`config.mk`:
```
export PLATFORM = sky130hd
export DESIGN_NAME = rcv_ctrl_flat
export DESIGN_NICKNAME = d
export VERILOG_FILES = /design/src/rtl/rcv_ctrl_if.sv /design/src/rtl/rcv_ctrl.sv /design/src/flat_wrapper.sv
export SDC_FILE = /design/constraint.sdc
export NUM_CORES = 1
export LEC_CHECK = 0
export CAP_MARGIN = 15
export CORE_MARGIN = 2
export CORE_UTILIZATION = 50
export DETAILED_ROUTE_END_ITERATION = 16
export MAX_ROUTING_LAYER = met4
export PLACE_DENSITY_LB_ADDON = 0.1
export RECOVER_POWER = 100
export SLEW_MARGIN = 20
export SYNTH_ARGS = -nofsm -noshare
export SYNTH_HDL_FRONTEND = slang
export SYNTH_SLANG_ARGS = --single-unit
```
`constraint.sdc`:
```
create_clock -name clk -period 2.4 [get_ports clk]
set_clock_uncertainty 0.1 [all_clocks]
set_input_delay 0.48 -clock clk [delete_from_list [all_inputs] [get_ports clk]]
set_output_delay 0.48 -clock clk [all_outputs]
set_load 0.01 [all_outputs]
```
`src/rtl/rcv_ctrl_if.sv`:
```
// Signal bundle between the serial receive controller and its shift register,
// receive buffer and status logic.
interface rcv_ctrl_if;
  logic       serial_in;
  logic       stop_bit;
  logic       shift_strobe;
  logic       sbc_clear;
  logic       load_buffer;
  logic       framing_error;
  logic       receiving;
  logic [2:0] dbg_state;

  // Commands are single-cycle pulses with no back-pressure: the datapath acts
  // on every rising edge at which a pulse is high; levels are plain status.
  modport master (
    input  serial_in, stop_bit,
    output shift_strobe, sbc_clear, load_buffer, framing_error, receiving, dbg_state
  );

  modport slave (
    output serial_in, stop_bit,
    input  shift_strobe, sbc_clear, load_buffer, framing_error, receiving, dbg_state
  );
endinterface

```
`src/rtl/rcv_ctrl.sv`:
```
// Serial frame receive controller: detects a start bit, strobes nine mid-bit
// samples into a shift register, checks the stop bit and loads the buffer.
module rcv_ctrl #(
  parameter int CLKS_PER_BIT = 10
) (
  input  logic     clk,
  input  logic     n_rst,
  rcv_ctrl_if.master bus
);

  localparam int HALF_BIT = CLKS_PER_BIT / 2;
  localparam logic [7:0] HALF_LAST = 8'(HALF_BIT - 1);
  localparam logic [7:0] BIT_LAST  = 8'(CLKS_PER_BIT - 1);

  typedef enum logic [2:0] {
    IDLE      = 3'd0,
    START_CHK = 3'd1,
    RECEIVE   = 3'd2,
    STOP_CHK  = 3'd3,
    LOAD      = 3'd4
  } state_t;

  state_t     state_q, state_n;
  logic [7:0] cyc_q, cyc_n;
  logic [3:0] bit_q, bit_n;
  logic       prior_q;
  logic       armed_q;
  logic       strobe_q, strobe_n;
  logic       clear_q, clear_n;
  logic       load_q, load_n;
  logic       fe_q, fe_n;
  logic       recv_q, recv_n;
  logic       start_edge;

  // armed_q blocks a line that was already low at reset release from looking
  // like a fresh falling edge; a high sample must be seen first.
  assign start_edge = (state_q == IDLE) && !bus.serial_in && prior_q && armed_q;

  always_comb begin
    state_n  = state_q;
    cyc_n    = cyc_q;
    bit_n    = bit_q;
    strobe_n = 1'b0;
    clear_n  = 1'b0;
    load_n   = 1'b0;
    fe_n     = fe_q;
    case (state_q)
      IDLE: begin
        if (start_edge) begin
          state_n = START_CHK;
          cyc_n   = 8'd0;
          bit_n   = 4'd0;
          clear_n = 1'b1;
          fe_n    = 1'b0;
        end
      end
      START_CHK: begin
        if (cyc_q == HALF_LAST) begin
          state_n = bus.serial_in ? IDLE : RECEIVE;
          cyc_n   = 8'd1;
        end else begin
          cyc_n = cyc_q + 8'd1;
        end
      end
      RECEIVE: begin
        // Strobe is raised one edge early so it is high during the mid-bit edge.
        if (strobe_q && (bit_q == 4'd9)) begin
          state_n = STOP_CHK;
        end else if (cyc_q == BIT_LAST) begin
          strobe_n = 1'b1;
          cyc_n    = 8'd0;
          bit_n    = bit_q + 4'd1;
        end else begin
          cyc_n = cyc_q + 8'd1;
        end
      end
      STOP_CHK: begin
        if (bus.stop_bit) begin
          state_n = LOAD;
          load_n  = 1'b1;
        end else begin
          state_n = IDLE;
          fe_n    = 1'b1;
        end
      end
      LOAD:    state_n = IDLE;
      default: state_n = IDLE;
    endcase
    recv_n = (state_n != IDLE);
  end

  always_ff @(posedge clk or negedge n_rst) begin
    if (!n_rst) begin
      state_q  <= IDLE;
      cyc_q    <= 8'd0;
      bit_q    <= 4'd0;
      prior_q  <= 1'b1;
      armed_q  <= 1'b0;
      strobe_q <= 1'b0;
      clear_q  <= 1'b0;
      load_q   <= 1'b0;
      fe_q     <= 1'b0;
      recv_q   <= 1'b0;
    end else begin
      state_q  <= state_n;
      cyc_q    <= cyc_n;
      bit_q    <= bit_n;
      prior_q  <= bus.serial_in;
      if (bus.serial_in) armed_q <= 1'b1;
      strobe_q <= strobe_n;
      clear_q  <= clear_n;
      load_q   <= load_n;
      fe_q     <= fe_n;
      recv_q   <= recv_n;
    end
  end

  assign bus.shift_strobe  = strobe_q;
  assign bus.sbc_clear     = clear_q;
  assign bus.load_buffer   = load_q;
  assign bus.framing_error = fe_q;
  assign bus.receiving     = recv_q;
  assign bus.dbg_state     = state_q;

endmodule
```
`src/flat_wrapper.sv`:
```
// flat-port wrapper written by rule: the top's interface ports become plain ports
module rcv_ctrl_flat 
#(
  parameter int CLKS_PER_BIT = 10
)
  (clk, n_rst, bus_serial_in, bus_stop_bit, bus_shift_strobe, bus_sbc_clear, bus_load_buffer, bus_framing_error, bus_receiving, bus_dbg_state);
  rcv_ctrl_if bus_i ();
  input  logic clk;
  input  logic n_rst;
  input wire logic [$bits(bus_i.serial_in)-1:0] bus_serial_in;
  input wire logic [$bits(bus_i.stop_bit)-1:0] bus_stop_bit;
  output wire logic [$bits(bus_i.shift_strobe)-1:0] bus_shift_strobe;
  output wire logic [$bits(bus_i.sbc_clear)-1:0] bus_sbc_clear;
  output wire logic [$bits(bus_i.load_buffer)-1:0] bus_load_buffer;
  output wire logic [$bits(bus_i.framing_error)-1:0] bus_framing_error;
  output wire logic [$bits(bus_i.receiving)-1:0] bus_receiving;
  output wire logic [$bits(bus_i.dbg_state)-1:0] bus_dbg_state;
  assign bus_i.serial_in = bus_serial_in;
  assign bus_i.stop_bit = bus_stop_bit;
  assign bus_shift_strobe = bus_i.shift_strobe;
  assign bus_sbc_clear = bus_i.sbc_clear;
  assign bus_load_buffer = bus_i.load_buffer;
  assign bus_framing_error = bus_i.framing_error;
  assign bus_receiving = bus_i.receiving;
  assign bus_dbg_state = bus_i.dbg_state;
  rcv_ctrl #(.CLKS_PER_BIT(CLKS_PER_BIT)) u_core (.clk(clk), .n_rst(n_rst), .bus(bus_i));
endmodule
```
# Yosys cells after proc, flatten, opt, wreduce, memory -nomap -nowiden
# Index checks and enable logic that the tools add are counted.
[totals] regBits=22 in_bits=4 output_inout_bits=8 wordCells=60
[classes] add_sub_neg=2 n_eq_ne=10 mux=25 n_reduce_logical=13
[ops] cell="8-bit 2-to-1 mux" n=4
[ops] cell="8-bit one-hot mux with 3 select lines" n=1
[ops] cell="3-bit 2-to-1 mux" n=4
[ops] cell="4-bit 2-to-1 mux" n=3
[ops] cell="3-bit one-hot mux with 4 select lines" n=1
[ops] cell="1-bit 2-to-1 mux" n=9
[ops] cell="8-bit by 1-bit adder with 8-bit output, second input constant" n=1
[ops] cell="8-bit by 3-bit equality test with 1-bit output, second input constant" n=1
[ops] cell="8-bit by 4-bit equality test with 1-bit output, second input constant" n=1
[ops] cell="4-bit one-hot mux with 2 select lines" n=1
[ops] cell="3-bit by 2-bit equality test with 1-bit output, second input constant" n=2
[ops] cell="3-bit AND reduction" n=2
[ops] cell="3-bit nonzero test" n=2
[ops] cell="4-bit by 1-bit adder with 4-bit output, second input constant" n=1
[ops] cell="4-bit equality test, second input constant" n=1
[ops] cell="1-bit logical AND" n=4
[ops] cell="2-bit by 1-bit inequality test with 1-bit output, second input constant" n=2
[ops] cell="2-bit inequality test, second input constant" n=2
[ops] cell="4-bit AND reduction" n=1
[ops] cell="2-bit nonzero test" n=2
[ops] cell="3-bit by 1-bit equality test with 1-bit output, second input constant" n=1
[ops] cell="3-bit zero test" n=1
[ops] cell="2-bit 2-to-1 mux" n=1
[ops] cell="1-bit one-hot mux with 2 select lines" n=1
[ops] cell="1-bit zero test" n=1

# Longest topological paths before layout
[logic_depth] word_depth=7 ltp_mapped=7 mapped_depth_nobuf=6

# Worst setup path after synthesis
# OpenSTA, ideal clock, no wires.
[synth_path] path_type="reg-to-reg" startpoint="reg u_core.cyc_q[5]" endpoint="reg u_core.recv_q, in the netlist u_core.bus.receiving" setup_time_ps=131 arrival_time_ps=1961 t_required_ps=2169 slack_ps=208 stages_incl_launch_ff=5 n_path_buf=0 synth_period_minus_slack_ps=2192 path_cell_list="dfrtp_1 -> or4_4 -> o311a_4 -> a211o_1 -> or3_1"
[synth_between] elab_chain_len=4
[synth_lines] element="start, declared" line_no="rcv_ctrl.sv:24" source="logic [7:0] cyc_q, cyc_n;"
[synth_lines] element="start signal, assigned" line_no="rcv_ctrl.sv:106" source="cyc_q <= cyc_n;"
[synth_lines] element="8-bit by 3-bit equality test with 1-bit output" line_no="rcv_ctrl.sv:58" source="if (cyc_q == HALF_LAST) begin"
[synth_lines] element="3-bit 2-to-1 mux" line_no="rcv_ctrl.sv:58"
[synth_lines] element="3-bit one-hot mux with 4 select lines" line_no="rcv_ctrl.sv:47" source="case (state_q)"
[synth_lines] element="named net u_core.state_n[0]" line_no="rcv_ctrl.sv:23" source="state_t state_q, state_n;"
[synth_lines] element="3-bit nonzero test" line_no="rcv_ctrl.sv:89" source="recv_n = (state_n != IDLE);"
[synth_lines] element="named net u_core.recv_n" line_no="rcv_ctrl.sv:32" source="logic recv_q, recv_n;"
[synth_lines] element="end signal, assigned" line_no="rcv_ctrl.sv:114" source="recv_q <= recv_n;"
[synth_lines] element="end, declared" line_no="rcv_ctrl.sv:32"
# The timed path passes the listed nets, and every way through them passes these cells.
# A chain may end at the register's enable or synchronous reset.

# Worst setup path in the final report
# Same ends and word-level chain as after synthesis.

==> qor.yml <==
timing:
  fmax_mhz: 432.8
  fin_ws_ns: 0.08949
  slew_headroom_pct: 25.46
  setup_viol: 0
  drv_slew: 0
  worst_slew_pin_slew_ns: 1.118
  rsz0062_at_grt: "no"
  hold_slack_ns: 0.3808
  period_share_pct: 96.27
  hold_violations: 0
  layout_min_cycle_time_ns: 2.311
  tns_ns: 0
clocking:
  cts_tree: "yes"
  clk_latency_ns: 0.30
  cts_setup_buffers: 0
  cts_buffer_depth: 2
  clk_pin_slew_ns: 0.13
  htree_levels: 1
  postCtsHoldBufs: 0
  cts.sinks: 22
  cts_inserted_buffers: 3
  root_buffer: "clkbuf_4"
  post_cts_resized: 0
floorplan:
  coreArea_um2: 2212
  dieArea_um2: 2762
  rows: 17
  design.portCount: 12
  die_x_um: 52.55
  die_h_um: 52.55
  start_util_pct: 53.28
logic_synthesis:
  avgSynthCellArea_um2: 10.16
  netlist_area_um2: 1179
  synth_fp_nets: 125
  ys_top_cells_by_area: "dfrtp_1 45%, ha_1 5.3%, o211ai_1 5.1%"
  ys_seq_area_share_pct: 46.82
  synth_largest_area_cell: "dfrtp_1"
  synth_edf_count: 0
  synth_top_cell_area_share_pct: 44.59
  ys_top_cells_by_count: "21 x dfrtp_1, 10 x nand3_1, 9 x inv_1, 8 x o211ai_1, 7 x nand2_1"
  ys_warn_count: 0
  async_flop_share_pct: 100.0
  synthDistinctLibCells: 43
  synth_most_common_cell: "dfrtp_1"
  ys_seq_elements: 22
  synth_top_flop_cell: "dfrtp_1"
  netlist_instances: 116
worst_setup_path:
  critPathArrivalTime_ns: 2.39
  cp-end-kind: "flip-flop"
  slowest_stage: "or4_4"
  path_class: "reg2reg"
  setup.worst_path.start_class: "flip-flop"
  cpPeakStageDelay_ns: 0.59
  critPathMaxFanout: 8
  required_ns: 2.48
  crit_chain: "or4_4 -> o311a_4 -> a211o_1 -> or3_1"
power_and_ir_drop:
  switching_power_mw: 0.4735
  power_frac_clock_pct: 15.8
  combPwrFrac_pct: 42.0
  finalPower_mw: 1.260
  max-vdd-ir-drop_uv: 497.6
  power_density_nw_per_um2: 919.3
  power_frac_seq_pct: 42.2
  switching_share_pct: 37.59
  p_leak_nw: 0.6219
  p_int_mw: 0.7861
placement:
  numPortBuffers: 11
  place_area_um2: 1345
  dp.cells: 157
  place.gp.congestion: 0.8126
  dpl_worst_slack_ns: 0.1062
  hpwl_mm: 1.710
routing:
  via_per_inst: 5.832
  routedWlPerCell_um: 14.22
  vias: 939
  drtAntennaViolNets: 0
  drt_wl_total_mm: 2.290
  drtIter0Drc: 18
  dr.pass1.iters: 4
  drc: 0
global_route:
  grt_pass1_vias: 890
  antenna_found_initial: 0
  grt_pass1_wl_mm: 4.050
  track_usage_pct: 20.16
  grt_max_degree: 23
  grt_overflow: 0
layout:
  drive_above_1_share_pct: 14.29
  diodes: 0
  fin_area_um2: 1370
  synthToLayoutAreaGrowth_pct: 16.24
  nets: 143
  final_core_util_pct: 61.93
  fin_cells: 161
min_path:
  hp-class: "reg2reg"
run:
  max_cap_viol_count: 0
outcome:
  status: "finished, final reports clean"
-- layer usage --
metal | part of all wire, % | global-route usage [%] | vias up | routed length [um]
met3 | 3.4 | 2.857 | 4 | 79
met1 | 50 | 28.18 | 450 | 1154
met4 | 1.2 | 5.983 | 0 | 27
met2 | 45 | 30.63 | 19 | 1029
li1 | - | - | 466 | -
met5 | 0 | - | - | 0
-- worst paths after layout --
kind                                              from                             end  slack (ns)  cells after the start
max                        u_core.cyc_q[5]$_DFFE_PN0P_  u_core.bus.receiving$_DFF_PN0_        0.09                      4
min                         u_core.armed_q$_DFFE_PN0P_      u_core.armed_q$_DFFE_PN0P_        0.38                      1
max in group asynchronous                        n_rst     u_core.bit_q[3]$_DFFE_PN0P_        0.73                      2
min reg2reg                 u_core.armed_q$_DFFE_PN0P_      u_core.armed_q$_DFFE_PN0P_        0.38                      1
min in group asynchronous                        n_rst     u_core.cyc_q[0]$_DFFE_PN0P_        0.80                      2
max reg2reg                u_core.cyc_q[5]$_DFFE_PN0P_  u_core.bus.receiving$_DFF_PN0_        0.09                      4
-- cells in the final DEF (no fill, tap or decap), drive strengths merged, types with 2 or more instances in the layout --
master / Yosys / routed
nand2b: 3 / 3
o211ai: 8 / 8
clkbuf: 1 / 7
nand3: 10 / 10
or4: 2 / 2
buf: 3 / 3
ha: 5 / 5
dfrtp: 21 / 21
and3: 3 / 3
inv: 9 / 9
o21ai: 3 / 3
nand2: 7 / 7
nor2b: 3 / 3
or2: 3 / 3
mux2i: 2 / 2
dlygate4sd3: 0 / 10
or3: 3 / 3
a21oi: 4 / 4
o311ai: 2 / 2
nor2: 4 / 4
-- cell type report --
type                            count  area [um^2]
Clock buffer                        4        36.28
Fill cell                         180        842.1
Inverter                            9        33.78
Multi-Input combinational cell     81        569.3
Sequential cell                    22        551.8
Tap cell                           28        35.03
Timing Repair Buffer               17        143.9
-- state kept, by name, summed over array words and instances (netlist names) --
name,cells
u_core.cyc_q,8
u_core.bit_q,4
u_core.bus.dbg_state,3
u_core.armed_q,1
u_core.bus.framing_error,1
u_core.bus.load_buffer,1
u_core.bus.receiving,1
u_core.bus.sbc_clear,1
u_core.bus.shift_strobe,1
u_core.prior_q,1
-- power groups by stage --
stage / logic (mW) / registers, mW / clock network [mW]
after floorplan: 0.360 / 0.523 / 0
after global routing: 0.592 / 0.547 / 0.224
after CTS: 0.545 / 0.531 / 0.207
after detailed placement: 0.544 / 0.537 / 0
final: 0.529 / 0.532 / 0.199
after global placement: 0.535 / 0.535 / 0
-- cells by family (layout without fill, tap and decap cells) --
logic type / count (synthesis) / count (layout) / synth area share (%)
adder cells (fa/ha/maj): 5 / 5 / 5.308
flip-flops: 22 / 22 / 46.82
AND/OR/NAND/NOR: 44 / 44 / 21.55
AO/OA/AOI/OAI: 30 / 30 / 19.75
multiplexers: 2 / 2 / 1.699
buffers and inverters: 13 / 30 / 4.882
-- critical path: cells and delay by family, from the launching register on --
kind	cells	cell delay, ns
DFF	1	0.45
AOI/OAI and AO/OA	2	0.71
and+or+nand+nor	2	0.93
No activity file was read; power rests on OpenSTA's default activity.
